==> config.mk <==
export PLATFORM = sky130hd
export DESIGN_NAME = pov_scan_ctrl
export DESIGN_NICKNAME = d
export VERILOG_FILES = /design/src/rtl/pov_pkg.sv /design/src/rtl/period_meter.sv /design/src/rtl/pov_scan_ctrl.sv
export SDC_FILE = /design/constraint.sdc
export NUM_CORES = 1
export LEC_CHECK = 0
export BUFFER_PORTS_ARGS = -buffer_cell sky130_fd_sc_hd__buf_2
export CAP_MARGIN = 5
export CORE_ASPECT_RATIO = 0.7
export CORE_MARGIN = 4
export CORE_UTILIZATION = 50
export CTS_BUF_LIST = sky130_fd_sc_hd__clkbuf_8
export CTS_CLUSTER_SIZE = 10
export DETAILED_ROUTE_END_ITERATION = 10
export GPL_ROUTABILITY_DRIVEN = 0
export PLACE_DENSITY = 0.67
export SYNTH_ARGS = -nofsm -noshare
export SYNTH_HDL_FRONTEND = slang
export SYNTH_SLANG_ARGS = --single-unit
==> constraint.sdc <==
create_clock -name clk -period 5.8 [get_ports clk]
set_clock_uncertainty 0.2 [all_clocks]
set_input_delay 0 -clock clk [delete_from_list [all_inputs] [get_ports clk]]
set_output_delay 0 -clock clk [all_outputs]
set_load 0.05 [all_outputs]
==> src/rtl/pov_pkg.sv <==
// Shared types and width helpers for the POV globe scan controller.
package pov_pkg;

    typedef enum logic [1:0] {
        IDLE = 2'd0,
        SYNC = 2'd1,
        RUN  = 2'd2,
        HOLD = 2'd3
    } pov_state_t;

    // Bits needed to hold values 0..n-1, never less than one.
    function automatic int cnt_w(input int n);
        return (n <= 1) ? 1 : $clog2(n);
    endfunction

endpackage

==> src/rtl/period_meter.sv <==
// Measures the rotation period between index pulses and derives per-column
// tick count, the overspeed flag and the stalled (no index) flag.
module period_meter #(
    parameter int ROWS      = 6,
    parameter int COLS_LOG2 = 6,
    parameter int ROW_TICKS = 16,
    parameter int PERIOD_W  = 24
) (
    input  logic                clk,
    input  logic                rst,
    input  logic                clear,
    input  logic                index_evt,
    output logic [PERIOD_W-1:0] col_ticks,
    output logic                overspeed,
    output logic                ovs_next,
    output logic                stalled,
    output logic                sat
);

    localparam logic [PERIOD_W-1:0] CNT_MAX    = '1;
    localparam logic [PERIOD_W-1:0] SCAN_TICKS = PERIOD_W'(ROWS * ROW_TICKS);

    function automatic logic [PERIOD_W-1:0] ticks_of(input logic [PERIOD_W-1:0] p);
        logic [PERIOD_W-1:0] s;
        s = p >> COLS_LOG2;
        return (s == '0) ? PERIOD_W'(1) : s;
    endfunction

    logic [PERIOD_W-1:0] cnt;
    logic [PERIOD_W-1:0] period;

    // ovs_next lets the scanner gate the very first strobe after an index
    // with the overspeed value that the new period is about to produce.
    always_comb begin
        col_ticks = ticks_of(period);
        ovs_next  = (ticks_of(cnt) < SCAN_TICKS);
        sat       = !clear && !index_evt && (cnt == CNT_MAX);
    end

    always_ff @(posedge clk) begin
        if (rst || clear) begin
            cnt       <= '0;
            period    <= '0;
            overspeed <= 1'b0;
            stalled   <= 1'b0;
        end else if (index_evt) begin
            period    <= cnt;
            cnt       <= PERIOD_W'(1);
            overspeed <= ovs_next;
            stalled   <= 1'b0;
        end else if (sat) begin
            stalled   <= 1'b1;
        end else begin
            cnt       <= cnt + 1'b1;
        end
    end

endmodule

==> src/rtl/pov_scan_ctrl.sv <==
// POV globe scan controller: slices each revolution into columns and walks
// the row-select shift register through one-hot row slots per column.
module pov_scan_ctrl
    import pov_pkg::*;
#(
    parameter int ROWS      = 6,
    parameter int COLS_LOG2 = 6,
    parameter int ROW_TICKS = 16,
    parameter int PERIOD_W  = 24
) (
    input  logic                     clk,
    input  logic                     rst,
    input  logic                     enable,
    input  logic                     index,
    output logic                     sr_d,
    output logic                     sr_shift,
    output logic                     pix_rd,
    output logic [COLS_LOG2-1:0]     col_addr,
    output logic [$clog2(ROWS)-1:0]  row_idx,
    output logic                     blank,
    output logic                     overspeed,
    output logic                     stalled,
    output pov_state_t               dbg_state
);

    localparam int ROW_W  = $clog2(ROWS);
    localparam int RCNT_W = cnt_w(ROWS + 1);
    localparam int SLOT_W = cnt_w(ROW_TICKS);
    localparam logic [RCNT_W-1:0] ROWS_C    = RCNT_W'(ROWS);
    localparam logic [SLOT_W-1:0] LAST_SLOT = SLOT_W'(ROW_TICKS - 1);

    pov_state_t            state_q, state_d;
    logic                  armed_q, armed_d;
    logic [COLS_LOG2-1:0]  col_q, col_d;
    logic [PERIOD_W-1:0]   ct_q, ct_d;
    logic [SLOT_W-1:0]     slot_q, slot_d;
    logic [RCNT_W-1:0]     row_q, row_d;

    logic                  strobe_d, sr_d_d, blank_d;
    logic [COLS_LOG2-1:0]  col_addr_d;
    logic [ROW_W-1:0]      row_idx_d;

    logic                  index_evt, clear, go_run, ovs_eff;
    logic [PERIOD_W-1:0]   col_ticks;
    logic                  ovs_next, sat;

    assign index_evt = enable && index && (state_q != IDLE);
    assign clear     = !enable || (state_q == IDLE);
    assign dbg_state = state_q;

    period_meter #(
        .ROWS      (ROWS),
        .COLS_LOG2 (COLS_LOG2),
        .ROW_TICKS (ROW_TICKS),
        .PERIOD_W  (PERIOD_W)
    ) u_meter (
        .clk       (clk),
        .rst       (rst),
        .clear     (clear),
        .index_evt (index_evt),
        .col_ticks (col_ticks),
        .overspeed (overspeed),
        .ovs_next  (ovs_next),
        .stalled   (stalled),
        .sat       (sat)
    );

    // Frame-memory handshake: pix_rd is a one-cycle request with no ready;
    // col_addr/row_idx are valid in that cycle and held until the next
    // strobe, and the memory must accept every request it is shown.
    always_comb begin
        state_d    = state_q;
        armed_d    = armed_q;
        col_d      = col_q;
        ct_d       = ct_q;
        slot_d     = slot_q;
        row_d      = row_q;
        strobe_d   = 1'b0;
        sr_d_d     = 1'b0;
        blank_d    = 1'b1;
        col_addr_d = col_addr;
        row_idx_d  = row_idx;
        go_run     = index_evt && ((state_q != SYNC) || armed_q);
        ovs_eff    = index_evt ? ovs_next : overspeed;

        case (state_q)
            IDLE: begin
                armed_d    = 1'b0;
                col_d      = '0;
                ct_d       = '0;
                slot_d     = '0;
                row_d      = '0;
                col_addr_d = '0;
                row_idx_d  = '0;
                if (enable) state_d = SYNC;
            end
            SYNC: begin
                if (index_evt && !armed_q) armed_d = 1'b1;
            end
            RUN: begin
                if (ct_q == col_ticks - PERIOD_W'(1)) begin
                    if (col_q == '1) begin
                        state_d = HOLD;
                    end else begin
                        col_d  = col_q + 1'b1;
                        ct_d   = '0;
                        slot_d = '0;
                        row_d  = '0;
                    end
                end else begin
                    ct_d = ct_q + 1'b1;
                    if (slot_q == LAST_SLOT) begin
                        slot_d = '0;
                        row_d  = (row_q == ROWS_C) ? row_q : row_q + 1'b1;
                    end else begin
                        slot_d = slot_q + 1'b1;
                    end
                end
            end
            HOLD: begin
            end
        endcase

        if (go_run) begin
            state_d = RUN;
            col_d   = '0;
            ct_d    = '0;
            slot_d  = '0;
            row_d   = '0;
        end

        // Saturated period counter: lost the index, re-measure from scratch.
        if (sat) begin
            state_d    = SYNC;
            armed_d    = 1'b0;
            col_d      = '0;
            ct_d       = '0;
            slot_d     = '0;
            row_d      = '0;
            col_addr_d = '0;
            row_idx_d  = '0;
        end

        if (!enable) begin
            state_d    = IDLE;
            armed_d    = 1'b0;
            col_d      = '0;
            ct_d       = '0;
            slot_d     = '0;
            row_d      = '0;
            col_addr_d = '0;
            row_idx_d  = '0;
        end

        if (state_d == RUN) begin
            col_addr_d = col_d;
            if (!ovs_eff && (row_d < ROWS_C)) begin
                blank_d = 1'b0;
                if (slot_d == '0) begin
                    strobe_d  = 1'b1;
                    sr_d_d    = (row_d == '0);
                    row_idx_d = row_d[ROW_W-1:0];
                end
            end
        end
    end

    always_ff @(posedge clk) begin
        if (rst) begin
            state_q  <= IDLE;
            armed_q  <= 1'b0;
            col_q    <= '0;
            ct_q     <= '0;
            slot_q   <= '0;
            row_q    <= '0;
            sr_d     <= 1'b0;
            sr_shift <= 1'b0;
            pix_rd   <= 1'b0;
            col_addr <= '0;
            row_idx  <= '0;
            blank    <= 1'b1;
        end else begin
            state_q  <= state_d;
            armed_q  <= armed_d;
            col_q    <= col_d;
            ct_q     <= ct_d;
            slot_q   <= slot_d;
            row_q    <= row_d;
            sr_d     <= sr_d_d;
            sr_shift <= strobe_d;
            pix_rd   <= strobe_d;
            col_addr <= col_addr_d;
            row_idx  <= row_idx_d;
            blank    <= blank_d;
        end
    end

endmodule

Yosys cells after proc, flatten, opt, wreduce, memory -nomap -nowiden. Cells that the tools add are included.

Bits of input ports: 4. Register bits: 102. Logic and storage cells: 121. Output and inout bits: 17.

Add/subtract/negate cells: 6. Equal/unequal tests: 13. Order comparisons: 2. Reduce and logical (&&, ||, !) cells: 31. Mux-type cells: 49. Bitwise logic cells: 4.

Operators with widths (number): $mux 6 (9); $add 24x1->24 const B (2); $logic_not 24->1 (2); $mux 24 (2); $pmux 24 s2 (1); $mux 3 (13); $mux 18 (2); $eq 24x24->1 (1); $eq 24x24->1 const B (1); $lt 24x7->1 const B (1); $mux 4 (6); $sub 24x1->24 const B (1); $pmux 6 s2 (1); $mux 2 (5); $pmux 4 s2 (1); $reduce_or 4->1 (2); $logic_and 1x1->1 (7); $add 6x1->6 const B (1); $eq 6x6->1 const B (1); $mux 1 (6); $pmux 3 s2 (1); $reduce_bool 2->1 (3); $reduce_or 3->1 (2); $logic_not 1->1 (5); other kinds (20) (29).

Depth between registers and ports, before layout.
Word-level depth: 13. Gate-level depth with buffers: 19. Depth with buffers taken out: 16.

Hierarchy. Synthesis repeated with hierarchy kept, for this count alone.

Cells, all modules: 707. Area, all modules: 5829.3 um2.

By module, submodules not included: pov_scan_ctrl (instances 1, sequential area each 1041.0 um2, cells an instance 445, area an instance 3590.9 um2); period_meter (instances 1, sequential area each 880.8 um2, cells an instance 262, area an instance 2238.4 um2).

Worst setup path before layout. Ideal clock, no wire load.

Path kind: register -> register. Start point: register u_meter.period[8]. End point: register row_idx[0]. Slack: 1.579 ns. Arrival time: 3.946 ns. Stages on the path, launching flop included: 19. Buffers on the path: 2. Cells stage by stage: dfxtp_1 -> buf_2 -> nor4_2 -> nand2_1 -> or2_4 -> and2_1 -> ha_1 -> o21ba_2 -> a221oi_1 -> a31oi_1 -> nor4_1 -> nand4_1 -> nor3_4 -> buf_4 -> a21oi_2 -> a211oi_4 -> nand4_2 -> or3_1 -> o22ai_1.

Longest elaborated chain between the ends: 13. Elaborated cells on any way between the ends: 26.

Ends and longest elaborated chain: from (decl) (line period_meter.sv:30) `logic [PERIOD_W-1:0] period;`; from (signal assigned) (line period_meter.sv:47) `period <= cnt;`; $logic_not 24->1 (line period_meter.sv:26) `return (s == '0) ? PERIOD_W'(1) : s;`; $mux 18 (*) (line period_meter.sv:26); $sub 24x1->24 (*) (line pov_scan_ctrl.sv:101) `if (ct_q == col_ticks - PERIOD_W'(1)) begin`; $eq 24x24->1 (*) (line pov_scan_ctrl.sv:101); $mux 3 or $mux 4 (tied branches) (line pov_scan_ctrl.sv:101); $pmux 3 s2 or $pmux 4 s2 (tied branches) (line pov_scan_ctrl.sv:86) `case (state_q)`; $mux 3 or $mux 4 (tied branches) (line pov_scan_ctrl.sv:124) `if (go_run) begin`; $mux 3 or $mux 4 (tied branches) (line pov_scan_ctrl.sv:133) `if (sat) begin`; $mux 3 or $mux 4 (tied branches) (line pov_scan_ctrl.sv:144) `if (!enable) begin`; $lt 3x3->1 or $logic_not 4->1 (tied branches) (line pov_scan_ctrl.sv:157, pov_scan_ctrl.sv:159); $logic_and 1x1->1 or $mux 3 (tied branches) (line pov_scan_ctrl.sv:157, pov_scan_ctrl.sv:159); $mux 3 (line pov_scan_ctrl.sv:157) `if (!ovs_eff && (row_d < ROWS_C)) begin`; $mux 3 (*) (line pov_scan_ctrl.sv:155) `if (state_d == RUN) begin`; to (signal assigned) (line pov_scan_ctrl.sv:193) `row_idx <= row_idx_d;`; to (decl) (line pov_scan_ctrl.sv:19) `output logic [$clog2(ROWS)-1:0] row_idx,`.

Every way passes the cells marked *; elsewhere a longest branch is shown, timed or not. A chain may end at the register's enable or synchronous reset.

Worst setup path in the final report.
Start point: register u_meter.period[14]. End point: register blank.

Longest elaborated chain between the ends: 12. Elaborated cells on any way between the ends: 20.

Ends and longest elaborated chain: $logic_not 24->1 (line period_meter.sv:26); $mux 18 (*) (line period_meter.sv:26); $sub 24x1->24 (*) (line pov_scan_ctrl.sv:101); $eq 24x24->1 (*) (line pov_scan_ctrl.sv:101); $mux 3 or $mux 2 (tied branches) (line pov_scan_ctrl.sv:101); $pmux 3 s2 or $pmux 2 s2 (tied branches) (line pov_scan_ctrl.sv:86); $mux 3 or $mux 2 (tied branches) (line pov_scan_ctrl.sv:124); $mux 3 or $mux 2 (tied branches) (line pov_scan_ctrl.sv:133); $mux 3 or $mux 2 (tied branches) (line pov_scan_ctrl.sv:144); $lt 3x3->1 or $eq 2x2->1 (tied branches) (line pov_scan_ctrl.sv:157, pov_scan_ctrl.sv:155); $logic_and 1x1->1 or $not 1->1 (tied branches); $mux 1 or $reduce_or 2->1 (tied branches); to (signal assigned) (line pov_scan_ctrl.sv:194) `blank <= blank_d;`; to (decl) (line pov_scan_ctrl.sv:20) `output logic blank,`.

Marks and branches as above.

==> run summary <==
number of core rows = 30
WL per Instance = 16.36 um
power per cell area = 217.3 nW/um2
Final period util = 93.04%
number of detailed-route iterations in the first pass = 5
Final Cell Area = 5614 um2
P_leak = 2.080 nW
average size of a mapped cell = 8.325 um2
minimum clock period = 5.396 ns
via-per-instance ratio = 6.080
routed wire length = 12520 um
status = finished, final reports clean
Post-synth EDFFs = 0
share of cells above drive strength 1 = 13.50%
pre-CTS setup slack = 0.5718 ns
clock tree sinks = 96
share of flip-flops with an asynchronous set or reset = 0%
worst slew pin tran = 0.8138 ns
CP startpoint kind = flip-flop
Tot GR Track Use = 21.45%
Via Count = 4651
GR met3 Demand/Resource = 4.395%
placed inst area = 5335 um2
crit path kind = reg -> reg
Die W = 129.5 um
endpoints failing setup = 0
Starting Density = 52.37%
first-pass GRT wire length = 21030 um
Main synth FF type = dfxtp_1
post-synth net total = 632
Remaining Overflow, GRT = 0
post-synthesis compound-gate area fraction = 20.01%
Hold EP = sr_d$_SDFF_PP0_
Hold Vio Cnt, Final = 0
CTS Buffer Depth = 2
largest net degree at the start of global routing = 37
max_slew headroom = 45.62%
Die Footprint = 12060 um2
unique cell type count in the Yosys netlist = 64
TritonCTS Buffers = 9
FMAX = 185.3 MHz
met1 GRT Util = 32.17%
main combinational cell family by area after synthesis = simple AND/OR/NAND/NOR gates
Routed Antenna Nets = 0
core area = 9872 um2
HPWL Detailed = 8825 um
Syn Inst Count = 621
Peak supply drop = 148.2 uV
H-tree depth = 3
clock latency on the worst-skew pair = 0.37 ns
worst-path maximum fanout = 8
reg-to-reg startpoint = u_meter.period[14]$_SDFFE_PP0P_
vias in the first global route = 4219
initial DRC count = 367
sequential area share after synthesis = 37.17%
RSZ-0062 raised after global routing = no
Req. time, crit path = 5.87 ns
GR peak layer = met1
CTS tree = yes
post-synthesis cell area = 5170 um2
Final Net Count = 643
drt drc = 0
die height = 93.08 um
Total Neg Setup Slack = 0 ns
fin. max-slew vios = 0
Fillers = 878
met2 Use GR = 30.73%
post-synthesis adder-cell area fraction = 1.694%
Worst Setup End Kind = flip-flop
hold crit path type = in -> reg
Layout area overhead = 8.591%
total of max-cap violations = 0
multiplexer share of the synthesized area = 0.8712%
Root Driver = clkbuf_8
Worst Hold Launch = rst
xor and xnor area share after synthesis = 6.607%
Synth warnings = 0
post-synthesis simple-gate area fraction = 29.96%
critical path arrival = 5.46 ns
worst flop-to-flop path endpoint = blank$_SDFF_PP1_
CTS clock-pin slew for the worst setup and hold paths = 0.10 ns
initial antenna violation count = 0
Buffers on Ports = 20
Setup WS post-layout = 0.4036 ns
R2R cell count = 17
ant diodes = 0
WHS Path Cells = 4
reg2reg setup slack = 0.40 ns
IO Pins = 21
synthesis-stage register bit count = 96
[worst max-delay path: stages, from the launching register on]
cell           delay [ns]
dfxtp_1              0.38
nor4_4               0.51
nand3_2              0.22
or2_4                0.31
and2_1               0.17
ha_1                 0.26
o21ba_2              0.22
a221oi_1             0.27
a31oi_1              0.11
nor4_1               0.31
nand4_1              0.30
nor3_4               0.32
buf_4                0.21
nor4b_1              0.06
a211oi_2             0.41
nor3_1               0.12
or3_1                0.33
dlygate4sd3_1        0.57
[layout make-up]
cell class | instances | area (um2) | area share (%)
Multi-Input combinational cell | 478 | 3083 | 54.91
Sequential cell | 96 | 1922 | 34.23
Timing Repair Buffer | 33 | 207.7 | 3.700
Tap cell | 128 | 160.2 | 2.853
Clock buffer | 11 | 151.4 | 2.697
Inverter | 14 | 52.55 | 0.9360
Clock inverter | 5 | 37.54 | 0.6686
[placed cells by master, fill, tap and decap left out, types with 10 or more instances in the layout]
master,n
nand3b_1,10
o21ai_0,31
dfxtp_1,96
nor4_1,10
xor2_1,25
nand3_1,30
and3_1,18
buf_2,20
or3_1,15
a21oi_1,42
nand2_1,40
and4_1,10
nor2_1,71
clkbuf_8,11
xnor2_1,14
inv_1,14
nor3_1,21
nand4_1,15
o221a_2,18
[cell usage after synthesis (3+ instances only)]
cell      count  area [um2]
and4_1       10       87.58
inv_1        14       52.55
and3_1       18       112.6
o21ai_0      31       155.2
and4b_1       3       30.03
nor2_1       71       266.5
nand3_1      30       150.1
a21o_1        9       67.56
and2_1        3       18.77
a211oi_1      4       30.03
a31oi_1       7       43.79
or3_1        15       93.84
nand3b_1     10       75.07
or4_1         3       22.52
dfxtp_1      96        1922
o221a_2      18       202.7
ha_1          7       87.58
nor2b_1       3       18.77
nor3_1       22       110.1
buf_2         5       25.02
mux2i_1       3       30.03
or2_2         4       25.02
nor4_1       10       62.56
nand4b_1      3       26.28
a41oi_1       4       35.03
o22ai_1       4       25.02
clkbuf_1     26       97.59
o21a_1        3       22.52
xnor2_1      14       122.6
a21oi_1      42       210.2
nand4_1      15       93.84
a22oi_1       6       45.04
xor2_1       25       219.0
nand2_1      40       150.1
nand2b_1      6       37.54
[how the worst max path moves through the flow]
stage / start / to / slack [ns] / cells past startpoint
after floorplan: u_meter.period[8]$_SDFFE_PP0P_ / row_idx[0]$_SDFF_PP0_ / 1.58 / 18
after global placement: u_meter.period[14]$_SDFFE_PP0P_ / row_idx[0]$_SDFF_PP0_ / 0.81 / 17
after detailed placement: u_meter.period[14]$_SDFFE_PP0P_ / row_idx[0]$_SDFF_PP0_ / 0.57 / 17
after CTS: u_meter.period[14]$_SDFFE_PP0P_ / blank$_SDFF_PP1_ / 0.16 / 17
after global routing: u_meter.period[14]$_SDFFE_PP0P_ / blank$_SDFF_PP1_ / 0.10 / 17
final: u_meter.period[14]$_SDFFE_PP0P_ / blank$_SDFF_PP1_ / 0.40 / 17
[power by group]
group / switching, mW / internal, mW / leakage, nW
Clock: 0.244 / 0.182 / 0.0924
Sequential: 0.00658 / 0.662 / 0.774
Combinational: 0.0752 / 0.0503 / 1.21
Total: 0.326 / 0.894 / 2.08
[cell families after synthesis]
group,after synthesis
and+or+nand+nor,280
muxes,4
buffers and inverters,47
adders and majority gates,7
xor gates and xnor gates,39
DFF,96
AOI/OAI and AO/OA,148
[flip-flops by register name, indices dropped and copies added, names as in the netlist, 2 cells and up]
| name | count |
|---|---|
| u_meter.period | 18 |
| row_idx | 3 |
| col_q | 6 |
| slot_q | 4 |
| u_meter.cnt | 24 |
| row_q | 3 |
| ct_q | 24 |
| col_addr | 6 |
| dbg_state | 2 |
[metal layers]
metal | wire length [um] | vias up | part of all wire (%)
met1 | 6295 | 2191 | 50
met4 | 184 | 0 | 1.5
met3 | 709 | 16 | 5.7
met5 | 0 | - | 0
met2 | 5329 | 131 | 43
li1 | - | 2313 | -
[stage by stage]
stage | util (%) | std cells | total power [mW] | hold slack (ns)
2_1_floorplan | - | 621 | 0.7753 | -0.09621
3_3_place_gp | 54.04 | 741 | 0.8001 | 0.03260
3_5_place_dp | 54.04 | 741 | 0.8011 | 0.03105
4_1_cts | 56.36 | 761 | 1.226 | 0.2267
5_1_grt | 56.87 | 765 | 1.268 | 0.2677
6_report | 56.87 | 765 | 1.220 | 0.2424
[repair_timing]
item / in CTS / in global routing
setup buffers: 0 / 4
hold buffers: 4 / 0
endpoints found under the hold margin: 27 / 0
setup endpoints to repair: 0 / 2
resized for setup: 0 / 3
Note: power is estimated with default switching activity, not from simulation.
